$ cat src/rtl/iq_mixer_pkg.sv
// Shared mode encodings, product-width helper and parameter legality checks for the IQ mixer.
// Mode 3 is reserved and decodes as a plain mix wherever it is used.
package iq_mixer_pkg;

   localparam logic [1:0] MODE_MIX  = 2'd0;
   localparam logic [1:0] MODE_CONJ = 2'd1;
   localparam logic [1:0] MODE_BYP  = 2'd2;

   // The extra bit lets the negated most-negative product stay representable.
   function automatic int prod_w(input int in_w, input int nco_w);
      return in_w + nco_w + 1;
   endfunction

   function automatic bit params_ok(input int in_w, input int nco_w,
                                    input int out_w, input int shift);
      return (out_w >= in_w) && (shift >= 1) &&
             (shift < prod_w(in_w, nco_w)) && (out_w <= prod_w(in_w, nco_w));
   endfunction

endpackage

$ cat src/rtl/iq_round_sat.sv
// Rounds a full-precision product (round half toward +inf), range-checks it against OUT_W,
// and either clamps (IQ_MIXER_SAT_EN defined) or wraps to the low OUT_W bits.
module iq_round_sat
   import iq_mixer_pkg::*;
#(
   parameter int PW    = 37,
   parameter int SHIFT = 15,
   parameter int OUT_W = 20
) (
   input  logic [PW-1:0]    p_i,
   output logic [OUT_W-1:0] r_o,
   output logic             ovf_o
);

   localparam int RW = PW + 1;

   logic signed [RW-1:0] p_ext;
   logic signed [RW-1:0] r_full;
   logic [RW-OUT_W:0]    top_bits;

   assign p_ext    = $signed({p_i[PW-1], p_i});
   assign r_full   = (p_ext >>> SHIFT) + $signed({{(RW-1){1'b0}}, p_i[SHIFT-1]});
   // In range exactly when every bit from the OUT_W sign bit upward agrees.
   assign top_bits = r_full[RW-1:OUT_W-1];
   assign ovf_o    = !((&top_bits) || !(|top_bits));

`ifdef IQ_MIXER_SAT_EN
   always_comb begin
      r_o = r_full[OUT_W-1:0];
      if (ovf_o) begin
         r_o = r_full[RW-1] ? {1'b1, {(OUT_W-1){1'b0}}} : {1'b0, {(OUT_W-1){1'b1}}};
      end
   end
`else
   assign r_o = r_full[OUT_W-1:0];
`endif

endmodule

$ cat src/rtl/iq_mixer_pipe.sv
// Real-to-IQ mixer: 3-stage pipeline (register, multiply, round/range-check) with mode select
// and a saturating overflow counter. Define IQ_MIXER_SAT_EN to clamp instead of wrap.
module iq_mixer_pipe
   import iq_mixer_pkg::*;
#(
   parameter int IN_W      = 16,
   parameter int NCO_W     = 20,
   parameter int OUT_W     = 20,
   parameter int SHIFT     = 15,
   parameter int OVF_CNT_W = 16
) (
   input  logic                 clk,
   input  logic                 rst_n,
   input  logic                 in_valid,
   input  logic [IN_W-1:0]      in,
   input  logic [NCO_W-1:0]     nco_i,
   input  logic [NCO_W-1:0]     nco_q,
   input  logic [1:0]           mode,
   input  logic                 ovf_clr,
   output logic                 o_valid,
   output logic [OUT_W-1:0]     o_i,
   output logic [OUT_W-1:0]     o_q,
   output logic                 o_ovf,
   output logic [OVF_CNT_W-1:0] ovf_cnt
);

   localparam int PW = prod_w(IN_W, NCO_W);

   generate
      if (!params_ok(IN_W, NCO_W, OUT_W, SHIFT)) begin : g_bad_params
         $error("iq_mixer_pipe: illegal IN_W/NCO_W/OUT_W/SHIFT combination");
      end
   endgenerate

   logic             s1_vld_q;
   logic [IN_W-1:0]  s1_smp_q;
   logic [NCO_W-1:0] s1_nco_i_q, s1_nco_q_q;
   logic [1:0]       s1_mode_q;

   logic             s2_vld_q;
   logic [PW-1:0]    s2_p_i_q, s2_p_q_q;
   logic [PW-1:0]    s2_p_i_d, s2_p_q_d;
   logic             s2_byp_q;
   logic [IN_W-1:0]  s2_smp_q;

   logic [OUT_W-1:0]     r_i, r_q;
   logic                 ovf_i, ovf_q;
   logic [OUT_W-1:0]     o_i_d, o_q_d;
   logic                 o_ovf_d;
   logic                 o_valid_q, o_ovf_q;
   logic [OUT_W-1:0]     o_i_q, o_q_q;
   logic [OVF_CNT_W-1:0] cnt_q, cnt_d;

   // S1: capture the sample and its controls; data only moves with a valid sample.
   always_ff @(posedge clk or negedge rst_n) begin
      if (!rst_n) begin
         s1_vld_q   <= 1'b0;
         s1_smp_q   <= '0;
         s1_nco_i_q <= '0;
         s1_nco_q_q <= '0;
         s1_mode_q  <= MODE_MIX;
      end else begin
         s1_vld_q <= in_valid;
         if (in_valid) begin
            s1_smp_q   <= in;
            s1_nco_i_q <= nco_i;
            s1_nco_q_q <= nco_q;
            s1_mode_q  <= mode;
         end
      end
   end

   always_comb begin
      s2_p_i_d = PW'($signed(s1_smp_q) * $signed(s1_nco_i_q));
      s2_p_q_d = PW'($signed(s1_smp_q) * $signed(s1_nco_q_q));
      if (s1_mode_q == MODE_CONJ) begin
         s2_p_q_d = -s2_p_q_d;
      end
   end

   // S2: full-precision products; the raw sample rides along for bypass.
   always_ff @(posedge clk or negedge rst_n) begin
      if (!rst_n) begin
         s2_vld_q <= 1'b0;
         s2_p_i_q <= '0;
         s2_p_q_q <= '0;
         s2_byp_q <= 1'b0;
         s2_smp_q <= '0;
      end else begin
         s2_vld_q <= s1_vld_q;
         if (s1_vld_q) begin
            s2_p_i_q <= s2_p_i_d;
            s2_p_q_q <= s2_p_q_d;
            s2_byp_q <= (s1_mode_q == MODE_BYP);
            s2_smp_q <= s1_smp_q;
         end
      end
   end

   iq_round_sat #(.PW(PW), .SHIFT(SHIFT), .OUT_W(OUT_W)) u_rnd_i (
      .p_i  (s2_p_i_q),
      .r_o  (r_i),
      .ovf_o(ovf_i)
   );

   iq_round_sat #(.PW(PW), .SHIFT(SHIFT), .OUT_W(OUT_W)) u_rnd_q (
      .p_i  (s2_p_q_q),
      .r_o  (r_q),
      .ovf_o(ovf_q)
   );

   always_comb begin
      o_i_d   = r_i;
      o_q_d   = r_q;
      o_ovf_d = ovf_i | ovf_q;
      if (s2_byp_q) begin
         o_i_d   = OUT_W'($signed(s2_smp_q));
         o_q_d   = '0;
         o_ovf_d = 1'b0;
      end
   end

   // Clear has priority over a same-cycle overflow event.
   always_comb begin
      cnt_d = cnt_q;
      if (ovf_clr) begin
         cnt_d = '0;
      end else if (o_valid_q && o_ovf_q && !(&cnt_q)) begin
         cnt_d = cnt_q + 1'b1;
      end
   end

   // S3: outputs hold their last value across bubbles; o_ovf is only ever high with o_valid.
   always_ff @(posedge clk or negedge rst_n) begin
      if (!rst_n) begin
         o_valid_q <= 1'b0;
         o_i_q     <= '0;
         o_q_q     <= '0;
         o_ovf_q   <= 1'b0;
         cnt_q     <= '0;
      end else begin
         o_valid_q <= s2_vld_q;
         o_ovf_q   <= s2_vld_q & o_ovf_d;
         cnt_q     <= cnt_d;
         if (s2_vld_q) begin
            o_i_q <= o_i_d;
            o_q_q <= o_q_d;
         end
      end
   end

   assign o_valid = o_valid_q;
   assign o_i     = o_i_q;
   assign o_q     = o_q_q;
   assign o_ovf   = o_ovf_q;
   assign ovf_cnt = cnt_q;

endmodule

$ cat config.mk
export PLATFORM = sky130hd
export DESIGN_NAME = iq_mixer_pipe
export DESIGN_NICKNAME = d
export VERILOG_FILES = /design/src/rtl/iq_mixer_pkg.sv /design/src/rtl/iq_round_sat.sv /design/src/rtl/iq_mixer_pipe.sv
export SDC_FILE = /design/constraint.sdc
export NUM_CORES = 2
export LEC_CHECK = 0
export BUFFER_PORTS_ARGS = -buffer_cell sky130_fd_sc_hd__buf_4
export CAP_MARGIN = 20
export CORE_ASPECT_RATIO = 0.8
export CORE_MARGIN = 10
export CORE_UTILIZATION = 45
export CTS_BUF_LIST = sky130_fd_sc_hd__clkbuf_16
export CTS_CLUSTER_DIAMETER = 100
export CTS_CLUSTER_SIZE = 16
export DETAILED_ROUTE_END_ITERATION = 16
export PLACE_DENSITY = 0.61
export SYNTH_ARGS = -nofsm -noshare
export SYNTH_HDL_FRONTEND = slang
export SYNTH_SLANG_ARGS = --single-unit
$ cat constraint.sdc
create_clock -name clk -period 16.6 [get_ports clk]
set_input_delay 4.15 -clock clk [delete_from_list [all_inputs] [get_ports clk]]
set_output_delay 4.15 -clock clk [all_outputs]
set_load 0.01 [all_outputs]
Yosys cells after proc, flatten, opt, wreduce, memory -nomap -nowiden
Cells that the tools add are included.
Word-level totals
  word-level logic and storage cells: 46
  bits in registers: 208
  output and inout bits: 58
  input bits: 62
Operators by class
  add/subtract/negate cells: 4
  muxes and demuxes: 6
  $mul: 2
  equal/unequal tests: 2
  bitwise operators: 2
  reductions and logical operators: 15
Operators with widths (count)
  multiplier 16 x 20 -> 36 bit: 2
  two-way mux 20 bit: 2
  AND reduction 19 bit: 2
  OR reduction 19 bit: 2
  two-way mux 37 bit: 1
  negator 37 bit: 1
  two-way mux 16 bit: 2
  adder 22 x 2 -> 23 bit: 1
  adder 21 x 2 -> 22 bit: 1
  adder 16 x 1 -> 16 bit, second input constant: 1
  AND reduction 16 bit: 1
  zero test 1 bit: 5
  == test 2 x 1 -> 1 bit, second input constant: 1
  == test 2 bit, second input constant: 1
  logical AND 1 bit: 2
  logical OR 1 bit: 2
  nonzero test 2 bit: 1
  bitwise AND 1 bit: 1
  two-way mux 1 bit: 1
  OR 1 bit: 1

Logic depth before layout (Yosys ltp)
  word-level depth: 8
  gate-level depth with buffers: 27
  depth with buffers taken out: 24

Hierarchy
From an unflattened synthesis, not the netlist that was laid out.
Second synthesis, totals
  cell total of the unflattened synthesis: 3548
  area total of the unflattened synthesis: 33699.8 um^2
By module, submodules not included
  iq_mixer_pipe: cells an instance 3412, instances 1, area each 32783.9 um^2, sequential area each 5205.0 um^2
  iq_round_sat: cells an instance 68, instances 2, area each 457.9 um^2, sequential area each 0.0 um^2

Worst setup path after synthesis
Ideal clock, no wire load.
  path type: register -> register
  from: register s1_smp_q[6]
  to: register s2_p_q_q[35]
  arrival: 6703 ps
  setup slack: 9828 ps
  library setup time: 70 ps
  cell stages (with the launch flop): 26
  clock period less this slack: 6772 ps
  data required time: 16530 ps
  path buffers: 3
  cell sequence: dfrtp_1 > clkbuf_1 > and2_1 > fa_1 > inv_1 > fa_1 > fa_1 > fa_1 > inv_1 > fa_1 > inv_1 > fa_1 > inv_1 > ha_1 > clkbuf_1 > nand2_1 > or2_2 > a21oi_1 > o311ai_0 > nand4b_2 > nor4_4 > nand4bb_1 > buf_2 > nand4b_4 > or4_1 > nand3_1
Between the ends
  word-level cells in the longest chain between the ends: 3
Ends and longest elaborated chain
  start, declared: line iq_mixer_pipe.sv:36  | logic [IN_W-1:0] s1_smp_q;
  start signal, assigned: line iq_mixer_pipe.sv:65  | s1_smp_q <= in;
  multiplier 16 x 20 -> 36 bit *: line iq_mixer_pipe.sv:75  | s2_p_q_d = PW'($signed(s1_smp_q) * $signed(s1_nco_q_q));
  negator 37 bit: line iq_mixer_pipe.sv:77  | s2_p_q_d = -s2_p_q_d;
  two-way mux 37 bit *: line iq_mixer_pipe.sv:76  | if (s1_mode_q == MODE_CONJ) begin
  end signal, assigned: line iq_mixer_pipe.sv:93  | s2_p_q_q <= s2_p_q_d;
  end, declared: line iq_mixer_pipe.sv:41  | logic [PW-1:0] s2_p_i_q, s2_p_q_q;
Mark *: on every way between the ends. The rest lies on a longest branch, timed or not.
A chain may end at the register's enable or synchronous reset.

Final worst setup path
  from: register s1_smp_q[15]
  to: register s2_p_q_q[35]
Same word-level chain as after synthesis.

==> flow_metrics.env <==
export IMPL_relSlewSlack_pct=34.52
export IMPL_antenna_found_initial=1
export IMPL_grt_overflow=0
export IMPL_start_kind="flip-flop"
export IMPL_post_route_period_util_pct=47.81
export IMPL_drtIter0Drc=1384
export IMPL_hpwl_um=63400
export IMPL_synth_area_leaders="fa_1, dfrtp_1, inv_1"
export IMPL_rows=87
export IMPL_yosys_area_top_type_share_pct=39.86
export IMPL_grt_pass1_wl_um=137700
export IMPL_status="finished clean"
export IMPL_post_cts_buffers=0
export IMPL_yosysMostFrequentCell="inv_1"
export IMPL_clk_pin_slew_ns=0.09
export IMPL_routabilityCongestion=0.8731
export IMPL_cp_max_fo=25
export IMPL_critPathRequiredTime_ns=17.04
export IMPL_fin_crit_ns=7.937
export IMPL_die_w_um=317.7
export IMPL_ant_nets=0
export IMPL_tns_ns=0
export IMPL_htreeDepth=4
export IMPL_min_path_type="reg -> reg"
export IMPL_grt_max_degree=83
export IMPL_first_global_vias=24290
export IMPL_area_growth_pct=7.254
export IMPL_die_y_um=258.1
export IMPL_drc_errors=0
export IMPL_start_util_pct=45.36
export IMPL_fillers=6677
export IMPL_finalWirelength_um=82400
export IMPL_syn_num_nets=4279
export IMPL_crit_arrival_ns=8.38
export IMPL_maxCapViolCount=0
export IMPL_dr_pass1_iters=5
export IMPL_vias=22450
export IMPL_nets=4288
export IMPL_slew_violations=0
export IMPL_yosys_area_top_type="fa_1"
export IMPL_ff_latch_area_um2=4507
export IMPL_fmax_ghz=0.1260
export IMPL_worst_path_buf_inv=4
export IMPL_fin_ws_ns=8.663
export IMPL_worst_pin_slew_ns=0.9822
export IMPL_skew_ns=0.02407
export IMPL_crit_top_cell="fa_1"
export IMPL_yosys_warnings=0
export IMPL_num_io_pins=120
export IMPL_dieArea_um2=81990
export IMPL_hold_viol=0
export IMPL_numCtsBuffers=17
export IMPL_clock_latency_ns=0.52
export IMPL_setup_violations=0
export IMPL_postSynthCellCount=3400
export IMPL_synth_edf_count=0
export IMPL_critPathTopFamily="adder cells"
export IMPL_cts_tree="built"
export IMPL_slowest_delay_ns=0.73
export IMPL_synthFlopType="dfrtp_1"
export IMPL_core_region_area_um2=70320
export IMPL_drive_above_1_share_pct=8.799
export IMPL_synth_seq_area_share_pct=14.12
export IMPL_synth_seq_cells=180
export IMPL_numPortBuffers=119
export IMPL_yosysUniqueCellTypes=73
export IMPL_dp_slack_ns=8.722
export IMPL_async_reset_ff_share_pct=100.0
export IMPL_synth_commonest_cells="inv_1, fa_1, nand2_1"
export IMPL_endpoint_kind="flip-flop"
export IMPL_multi_input_area_um2=24070
export IMPL_ctsResizeCount=0
export IMPL_grt_use_total_pct=21.07
export IMPL_cts_sinks=180
export IMPL_crit_path_cell_trace="buf_4 -> clkinv_1 -> nor2_1 -> fa_1 -> fa_1 -> fa_1 -> fa_1 -> fa_1 -> inv_1 -> fa_1 -> inv_1 -> ha_1 -> a21oi_1 -> o211ai_1 -> a211oi_1 -> o21ai_0 -> xnor2_1 -> nand3b_1 -> nand4bb_1 -> nand4b_4 -> or4_1 -> nand3_1"
export IMPL_synth_avg_cell_area_um2=9.381
export IMPL_cts_root_buf="clkbuf_16"
export IMPL_cts_hold_buffers=0
export IMPL_ff2ff_setup_slack_ns=8.66
export IMPL_wl_per_cell_um=18.92
export IMPL_cts_buffer_depth=2
export IMPL_synth_area_um2=31890
export IMPL_worst_path_max_delay_cell="clkinv_1"
export IMPL_via_per_inst=5.154
export IMPL_rsz0062_at_grt="no"
export IMPL_criticalPathCategory="reg -> reg"
-- cell usage in the layout, fill, tap and decap left out, types with 6 or more instances in the layout --
cell | synthesis | final
and2_1 | 264 | 264
o21bai_1 | 7 | 7
nand3_1 | 44 | 44
nor3_1 | 24 | 24
ha_1 | 182 | 182
xor2_1 | 43 | 43
mux2_2 | 104 | 104
a211oi_1 | 11 | 11
xnor2_1 | 79 | 79
inv_1 | 724 | 725
o21a_1 | 8 | 8
a21oi_1 | 81 | 81
nand4_1 | 19 | 19
o211ai_1 | 16 | 16
o31ai_1 | 18 | 18
mux2i_1 | 7 | 7
nand2b_1 | 32 | 32
nor2b_1 | 8 | 8
fa_1 | 635 | 635
nand2_1 | 430 | 430
dfrtp_1 | 180 | 178
a31oi_1 | 10 | 10
o21ai_0 | 65 | 65
and3_1 | 15 | 15
a211o_1 | 6 | 6
or3_1 | 10 | 10
o22ai_1 | 20 | 20
clkbuf_16 | 0 | 17
or2_2 | 6 | 6
a21o_1 | 26 | 26
buf_4 | 0 | 147
nor2_1 | 105 | 105
-- routing by layer --
| layer | up-vias | share of wire, % | global-route usage (%) |
|---|---|---|---|
| met3 | 82 | 5.5 | 3.774 |
| met5 | - | 0 | 0 |
| met4 | 0 | 2.0 | 5.396 |
| li1 | 10320 | - | - |
| met1 | 11490 | 46 | 29.19 |
| met2 | 558 | 47 | 33.87 |
-- stage by stage --
stage	cells	cell area, um^2	util (%)	hold slack [ns]
2_1_floorplan	3400	31890	-	0.3519
3_3_place_gp	4324	33590	47.77	0.4906
3_5_place_dp	4324	33590	47.77	0.4925
4_1_cts	4355	34210	48.64	0.5129
5_1_grt	4355	34210	48.64	0.5263
6_report	4356	34210	48.65	0.5105
-- worst paths after layout --
path                                     startpoint                        to  depth (start not counted)
setup / recovery           s1_smp_q[15]$_DFFE_PN0P_  s2_p_q_q[35]$_DFFE_PN0P_                         22
hold / removal              s2_smp_q[7]$_DFFE_PN0P_   s2_smp_q[7]$_DFFE_PN0P_                          1
min in group asynchronous                     rst_n   s1_smp_q[3]$_DFFE_PN0P_                          1
hold reg to reg             s2_smp_q[7]$_DFFE_PN0P_   s2_smp_q[7]$_DFFE_PN0P_                          1
max in group asynchronous                     rst_n        s2_vld_q$_DFF_PN0_                          3
setup reg to reg           s1_smp_q[15]$_DFFE_PN0P_  s2_p_q_q[35]$_DFFE_PN0P_                         22
-- flip-flops by register name, summed over array words and instances, names as in the netlist --
signal and count:
s2_p_q_q 23, s2_p_i_q 22, o_i 20, o_q 20, s1_nco_i_q 20, s1_nco_q_q 20
ovf_cnt 16, s1_smp_q 16, s2_smp_q 16, s1_mode_q 2, o_ovf 1, o_valid 1
s1_vld_q 1, s2_byp_q 1, s2_vld_q 1
-- final cells by class --
class | instances | area share (%)
antenna | 1 | 0.007315
clock buffer | 17 | 1.244
clock inverter | 14 | 0.5596
inverter | 725 | 7.955
multi-input combinational | 2337 | 70.38
sequential | 180 | 13.17
tap | 934 | 3.416
timing repair buffer | 148 | 3.266
-- cells by family (layout without fill, tap and decap cells) --
logic type	Yosys count	count (layout)	share of synthesized area [%]
fa+ha+maj	817	817	47.00
xor+xnor	122	122	3.350
simple gates	982	982	15.15
mux	111	111	3.892
compound gates	305	305	6.092
flops	180	180	14.12
other cells	0	1	0
buf+inv	883	904	10.40
Power is not shown: default switching activity piles up to over one toggle a cycle in this logic, so the estimate is an artifact.
